File: config.mk
export PLATFORM = sky130hd
export DESIGN_NAME = mem_port_arbiter
export DESIGN_NICKNAME = d
export VERILOG_FILES = /design/src/rtl/mem_port_arbiter.sv
export SDC_FILE = /design/constraint.sdc
export NUM_CORES = 1
export LEC_CHECK = 0
export CELL_PAD_IN_SITES_DETAIL_PLACEMENT = 1
export CELL_PAD_IN_SITES_GLOBAL_PLACEMENT = 1
export CORE_ASPECT_RATIO = 0.5
export CORE_MARGIN = 1
export CORE_UTILIZATION = 50
export CTS_BUF_LIST = sky130_fd_sc_hd__clkbuf_16
export DETAILED_ROUTE_END_ITERATION = 10
export DONT_BUFFER_PORTS = 1
export GPL_ROUTABILITY_DRIVEN = 0
export PLACE_DENSITY_LB_ADDON = 0.15
export SLEW_MARGIN = 5
export SYNTH_ARGS = -nofsm -noshare
export SYNTH_HDL_FRONTEND = slang
export SYNTH_SLANG_ARGS = --single-unit
File: constraint.sdc
create_clock -name clk -period 3.65 [get_ports clk]
set_clock_uncertainty 0.2 [all_clocks]
set_input_delay 0.365 -clock clk [delete_from_list [all_inputs] [get_ports clk]]
set_output_delay 0.365 -clock clk [all_outputs]
set_load 0.02 [all_outputs]
File: src/rtl/mem_port_arbiter.sv
// Arbiter sharing one unified 32x8 memory between the fetch unit (read-only) and the data unit.
// Each access runs IDLE -> ACCESS -> RESP. Define MEM_ARB_RR_EN for round-robin ties; otherwise D wins ties.
module mem_port_arbiter #(
   parameter int ADDR_W = 5,
   parameter int DATA_W = 8
) (
   input  logic              clk,
   input  logic              rst,
   input  logic              if_req,
   input  logic [ADDR_W-1:0] if_addr,
   output logic              if_ack,
   output logic [DATA_W-1:0] if_rdata,
   input  logic              d_req,
   input  logic              d_we,
   input  logic [ADDR_W-1:0] d_addr,
   input  logic [DATA_W-1:0] d_wdata,
   output logic              d_ack,
   output logic [DATA_W-1:0] d_rdata,
   output logic [ADDR_W-1:0] mem_addr,
   output logic [DATA_W-1:0] mem_wdata,
   output logic              mem_read,
   output logic              mem_write,
   input  logic [DATA_W-1:0] mem_rdata,
   output logic              busy
);

   typedef enum logic [1:0] {IDLE = 2'd0, ACCESS = 2'd1, RESP = 2'd2} state_t;

   state_t            state;
   state_t            state_next;
   logic              grant_d;
   logic              last_grant_d;
   logic              win_d;
   logic [ADDR_W-1:0] lat_addr;
   logic              lat_we;
   logic [DATA_W-1:0] lat_wdata;

   // Winner selection: a lone request always wins; a tie is resolved by the configured policy.
   always_comb begin
      grant_d = d_req;
      if (d_req && if_req) begin
`ifdef MEM_ARB_RR_EN
         grant_d = ~last_grant_d;
`else
         grant_d = 1'b1;
`endif
      end
   end

`ifndef MEM_ARB_RR_EN
   logic unused_last_grant;
   assign unused_last_grant = last_grant_d;
`endif

   always_ff @(posedge clk or posedge rst) begin
      if (rst) state <= IDLE;
      else     state <= state_next;
   end

   always_comb begin
      state_next = state;
      case (state)
         IDLE:    if (if_req || d_req) state_next = ACCESS;
         ACCESS:  state_next = RESP;
         RESP:    state_next = IDLE;
         default: state_next = IDLE;
      endcase
   end

   // Operands are captured only at the grant edge, so requesters may change them afterwards.
   always_ff @(posedge clk or posedge rst) begin
      if (rst) begin
         win_d        <= 1'b0;
         last_grant_d <= 1'b0;
         lat_addr     <= '0;
         lat_we       <= 1'b0;
         lat_wdata    <= '0;
      end else if (state == IDLE && (if_req || d_req)) begin
         win_d        <= grant_d;
         last_grant_d <= grant_d;
         lat_addr     <= grant_d ? d_addr : if_addr;
         lat_we       <= grant_d & d_we;
         lat_wdata    <= grant_d ? d_wdata : '0;
      end
   end

   always_ff @(posedge clk or posedge rst) begin
      if (rst) begin
         if_rdata <= '0;
         d_rdata  <= '0;
      end else if (state == ACCESS && !lat_we) begin
         if (win_d) d_rdata  <= mem_rdata;
         else       if_rdata <= mem_rdata;
      end
   end

   always_comb begin
      mem_addr  = '0;
      mem_wdata = '0;
      mem_read  = 1'b0;
      mem_write = 1'b0;
      if_ack    = 1'b0;
      d_ack     = 1'b0;
      busy      = (state != IDLE);
      case (state)
         ACCESS: begin
            mem_addr  = lat_addr;
            mem_read  = ~lat_we;
            mem_write = lat_we;
            mem_wdata = lat_we ? lat_wdata : '0;
         end
         RESP: begin
            if_ack = ~win_d;
            d_ack  = win_d;
         end
         default: ;
      endcase
   end

endmodule
# After elaboration in Yosys (flattened, before gate mapping)
# Index checks and enable logic that the tools add are counted.
# word_totals
regBits	33
word_cells	34
inputBits	31
output_inout_bits	34
# op_classes
n_eq_ne	3
bitwise	3
n_mux	12
n_reduce_logical	9
# op_table
operator	count
2-to-1 mux 8 bit	3
2-to-1 mux 5 bit	2
2-to-1 mux 1 bit	5
one-hot mux 2 bit (2 select lines)	1
AND reduction 2 bit	2
logical AND 1 bit	3
equality test 2 x 1 -> 1 bit, second input constant	1
equality test 2 bit, second input constant	1
logical NOT 2 bit	1
2-to-1 mux 2 bit	1
!= test 2 x 1 -> 1 bit, second input constant	1
NOT 1 bit	2
nonzero test 2 bit	1
bitwise AND 1 bit	1
logical NOT 1 bit	1
logical OR 1 bit	1

# Logic depth before layout (Yosys ltp)
# logic_depth
depth_word	3
mapped_depth	4

# Least setup slack after synthesis
# OpenSTA, ideal clock, no wires.
# synth_timing
path_kind	flip-flop to output port
start	register state[1]
end	output port mem_wdata[0]
arrival_ps	1136
stages_incl_launch_ff	5
slack_ps	1949
required_ps	3085
path_cell_list	dfrtp_1 -> nand2b_4 -> inv_1 -> clkbuf_1 -> and3_1
# synth_via
elab_chain_len	2
# synth_rtl
item	line_no	rtl
start: declaration	29	state_t state;
start signal: assignment	57	else state <= state_next;
equality test 2 x 1 -> 1 bit	105	case (state)
2-to-1 mux 8 bit	105	
end: declaration	20	output logic [DATA_W-1:0] mem_wdata,
# No other way between the ends.

# Worst setup path after layout
# layout_timing
start	register state[1]
end	output port mem_wdata[3]
# The elaborated chain is that of the path after synthesis.

==> results.md <==
Critical path:
- The worst register-to-register path begins at state[1].
- The critical path in this run is classified as reg2out.
- The destination of the worst register-to-register timing path is d_rdata[0].
- The standard cell with the maximum stage delay on the critical path is sky130_fd_sc_hd__dfrtp_1.
- The kind of capture point of the worst setup path is an output pin.
- The critical path goes through nand2b_4 > inv_1 > and3_1.
- STA puts the critical path data required time at 3.08 ns.
- Data on the critical path arrives at its endpoint at 1.51 ns.
- The maximum fanout encountered on the critical timing path is 15.
- STA classifies the critical path startpoint as a flip-flop.
- The setup slack of the most critical reg-to-reg path is 1.92 ns.
- Counting cells, the worst reg-to-reg path comes to 3.
- The largest single stage delay on the critical path is 0.40 ns.

Pwr:
- The total power density per cell area is 1070 nW/um^2.
- Cell internal power was estimated by the tool at 1.04 mW.
- The share of total power dissipated in the clock network is 0.232.
- The share of total power in sequential cells is 0.473.
- The analysis attributes to cell leakage a power of 0.732 nW.
- The net switching share of the total power is 0.388.
- In this run the power spent charging and discharging nets is 0.662 mW.
- The part of the total power dissipated in combinational logic is 0.294.
- The maximum ir drop on the vdd rail is 0.658 mV.

Outcome:
- The run finished with clean final reports.

Die:
- In this run the horizontal extent of the chip is 77.3 um.
- The total die area is 3070 sq um.
- The core region is 2640 sq um.
- The initial utilization of the core area, before any placement, comes to 0.538.
- The die is 39.7 um tall.
- The row count is 13.
- In this run the count of I/O pins placed on the die edge is 65.

Routing:
- The detail-routed net length per standard cell is 19.6 um.
- Detailed routing inserted a total of 824 vias.
- The count of routing violations after the opening detailed-route iteration is 21.
- For this run, the detailed router's first-pass iteration total came to 4.
- The count of nets left with antenna violations once routing finished came out at 0.
- Wires add up to 2.79 mm.
- In the routed design, unresolved DRC markers number 0.
- In the routed layout, each cell is associated on average with a via count of 5.80.

Yosys:
- Synthesis produced a netlist whose cell count is 101.
- A synthesized cell averages 14.0 sq um.
- Yosys printed 0 warnings.
- The synthesized design contains 0 enable-type register cells.
- The mapped netlist covers 1420 sq um.
- The number of distinct standard cells referenced by the synthesized netlist is 16.
- The prevailing post-synth register cell is sky130_fd_sc_hd__dfrtp_1.
- The net count after synthesis is 132.
- The register bit count reported by yosys is 33.
- After synthesis, the share of flip-flops with an asynchronous set or reset is 1.00.
- The share of the Yosys chip area taken by registers is 0.582.

STA:
- Headroom to the max-slew limit came out at 0.259.
- The final setup violation count is 0.
- Dividing the final minimum period by the clock period gives 0.568.
- The setup TNS is 0 ns.
- Setup repair after global routing left no endpoint under its margin.
- The max-slew violation count is 0.
- In the post-route analysis, the smallest setup slack over all paths is 1.58 ns.
- At the pin with the least slew margin, the transition time is 1.10 ns.
- The clock period could shrink to 2.07 ns.
- The hold violation count in the final report came to 0.
- The fmax is 0.482 GHz.

CTS:
- The clock-pin slew reported for the worst setup and hold paths after clock tree synthesis is 0.05 ns.
- The number of buffers inserted during clock tree synthesis is 5.
- Once the clock tree was built, the setup fixing pass inserted 0 buffers.
- The buffer type at the clock tree root is sky130_fd_sc_hd__clkbuf_16.
- The deepest clock path buffer count is 2.
- For the worst-skew pair, the clock arrives at the later sink with an insertion delay of 0.27 ns.
- The count of clock tree sinks is 33.
- The H-tree generated during clock tree synthesis spans 2 levels.
- TritonCTS built the clock tree.

GRT:
- Entering global routing, the biggest net connects 34 pins.
- The final global-route overflow total is 0.
- The initial antenna violation count came to 0.
- The first global-routing pass estimated 4.06 mm of wire.
- The number of global-route vias before repair is 814.
- The global-route usage over all layers is 0.196.

Final layout:
- The relative area change from synthesis to final layout is 12.4%.
- The core occupancy in the finished layout is 0.605.
- With fillers left out, the area of the finished cells amounts to 1600 sq um.
- After filler insertion, the fill cell instance count of the layout stands at 249.
- For this run, the post-layout net count is 135.
- The repair_antennas step left the layout with diodes totalling 0.
- The fraction of layout cells with a size suffix above 1 is 0.371.

Hold path:
- In this run the most critical hold path is launched from d_wdata[6].
- The worst hold path terminates at lat_wdata[6].
- The path class of the tightest hold or removal check is in2reg.
- Counting instances, the worst hold path has a depth of 1.

Placement:
- At the placement stage, the worst setup path has a slack of 1.85 ns.
- Once detailed placement completed, the half-perimeter wirelength came to 2.02 mm.
- The count of buffers inserted at the top-level ports is 0.
- The placed instance area is 1440 sq um.

Job:
- The reported max-cap violation count is 0.
-- metrics by stage --
stage	hold slack, ns	power (mW)	instances
after floorplan	0.264	1.22	101
after global placement	0.279	1.27	133
after detailed placement	0.285	1.33	133
after CTS	0.0153	1.73	141
after global routing	0.0222	1.80	142
final	0.0226	1.70	142
-- critical path: cells and delay by family (launching register included) --
family / cells / cell delay (ns)
buffers and inverters: 1 / 0.29
flip-flops: 1 / 0.40
AND/OR/NAND/NOR: 2 / 0.54
-- worst max path at each step --
| stage | startpoint | end | slack [ns] | depth (start not counted) |
|---|---|---|---|---|
| 2_1_floorplan | state[1] | mem_wdata[0] | 1.95 | 4 |
| 3_3_place_gp | state[1] | mem_wdata[5] | 1.95 | 3 |
| 3_5_place_dp | state[1] | mem_wdata[3] | 1.85 | 3 |
| 4_1_cts | state[1] | mem_wdata[3] | 1.56 | 3 |
| 5_1_grt | state[1] | mem_wdata[3] | 1.51 | 3 |
| 6_report | state[1] | mem_wdata[3] | 1.58 | 3 |
-- cell usage after synthesis (2+ instances only) --
library cell	number	area, sq um
sky130_fd_sc_hd__a22o_1	9	78.8
sky130_fd_sc_hd__nor2_1	2	7.51
sky130_fd_sc_hd__inv_1	4	15.0
sky130_fd_sc_hd__and2_1	7	43.8
sky130_fd_sc_hd__dfrtp_1	33	826
sky130_fd_sc_hd__clkbuf_1	2	7.51
sky130_fd_sc_hd__mux2_2	26	293
sky130_fd_sc_hd__buf_2	3	15.0
sky130_fd_sc_hd__and3_1	8	50.1
-- repair_timing --
action                    in CTS  in global routing
hold buffers                   0                  1
gates resized for setup        0                  0
hold endpoints to repair       0                 17
-- routing by layer --
metal | vias up | wire length, um | global-route usage
met2 | 39 | 1390 | 0.327
met1 | 417 | 1110 | 0.216
met3 | 5 | 255 | 0.0953
met5 | - | 0 | 0
met4 | 0 | 35 | 0.0991
li1 | 363 | - | -
-- layout make-up --
| class | count | area, sq um | share of cell area |
|---|---|---|---|
| inverter | 4 | 15.0 | 0.00941 |
| clock inverter | 3 | 17.5 | 0.0110 |
| clock buffer | 5 | 125 | 0.0784 |
| timing repair buffer | 1 | 10.0 | 0.00627 |
| multi-input combinational | 59 | 556 | 0.348 |
| tap | 37 | 46.3 | 0.0290 |
| sequential | 33 | 826 | 0.518 |
-- placed cells by master (no fill, tap or decap) --
cell / count
sky130_fd_sc_hd__mux2_2: 26
sky130_fd_sc_hd__nor3b_4: 1
sky130_fd_sc_hd__a21o_1: 1
sky130_fd_sc_hd__inv_1: 3
sky130_fd_sc_hd__nor3b_1: 1
sky130_fd_sc_hd__nand2b_4: 1
sky130_fd_sc_hd__dfrtp_1: 33
sky130_fd_sc_hd__nor2_1: 2
sky130_fd_sc_hd__clkinvlp_4: 1
sky130_fd_sc_hd__o21ai_2: 1
sky130_fd_sc_hd__clkinv_2: 2
sky130_fd_sc_hd__and3b_2: 1
sky130_fd_sc_hd__a22o_1: 9
sky130_fd_sc_hd__clkinv_1: 1
sky130_fd_sc_hd__clkbuf_16: 5
sky130_fd_sc_hd__and2_1: 7
sky130_fd_sc_hd__and3_1: 8
sky130_fd_sc_hd__nor3_4: 1
sky130_fd_sc_hd__dlygate4sd3_1: 1
-- power groups by stage --
stage	sequential (mW)	combinational (mW)	clock (mW)
after floorplan	0.764	0.453	0
after global placement	0.797	0.476	0
after detailed placement	0.817	0.510	0
after CTS	0.810	0.513	0.407
after global routing	0.832	0.548	0.421
final	0.806	0.501	0.396
-- logic make-up after synthesis --
group | count (synthesis) | synth area share
AOI/OAI and AO/OA | 11 | 0.0670
buffers and inverters | 9 | 0.0265
DFF | 33 | 0.582
muxes | 26 | 0.206
and+or+nand+nor | 22 | 0.118
-- sequential cells by signal (all words and copies together) (netlist names) --
register and cells:
d_rdata 8, if_rdata 8, lat_addr 5, lat_wdata 8, lat_we 1, state 2, win_d 1
Power figures use the tool's default switching activity.
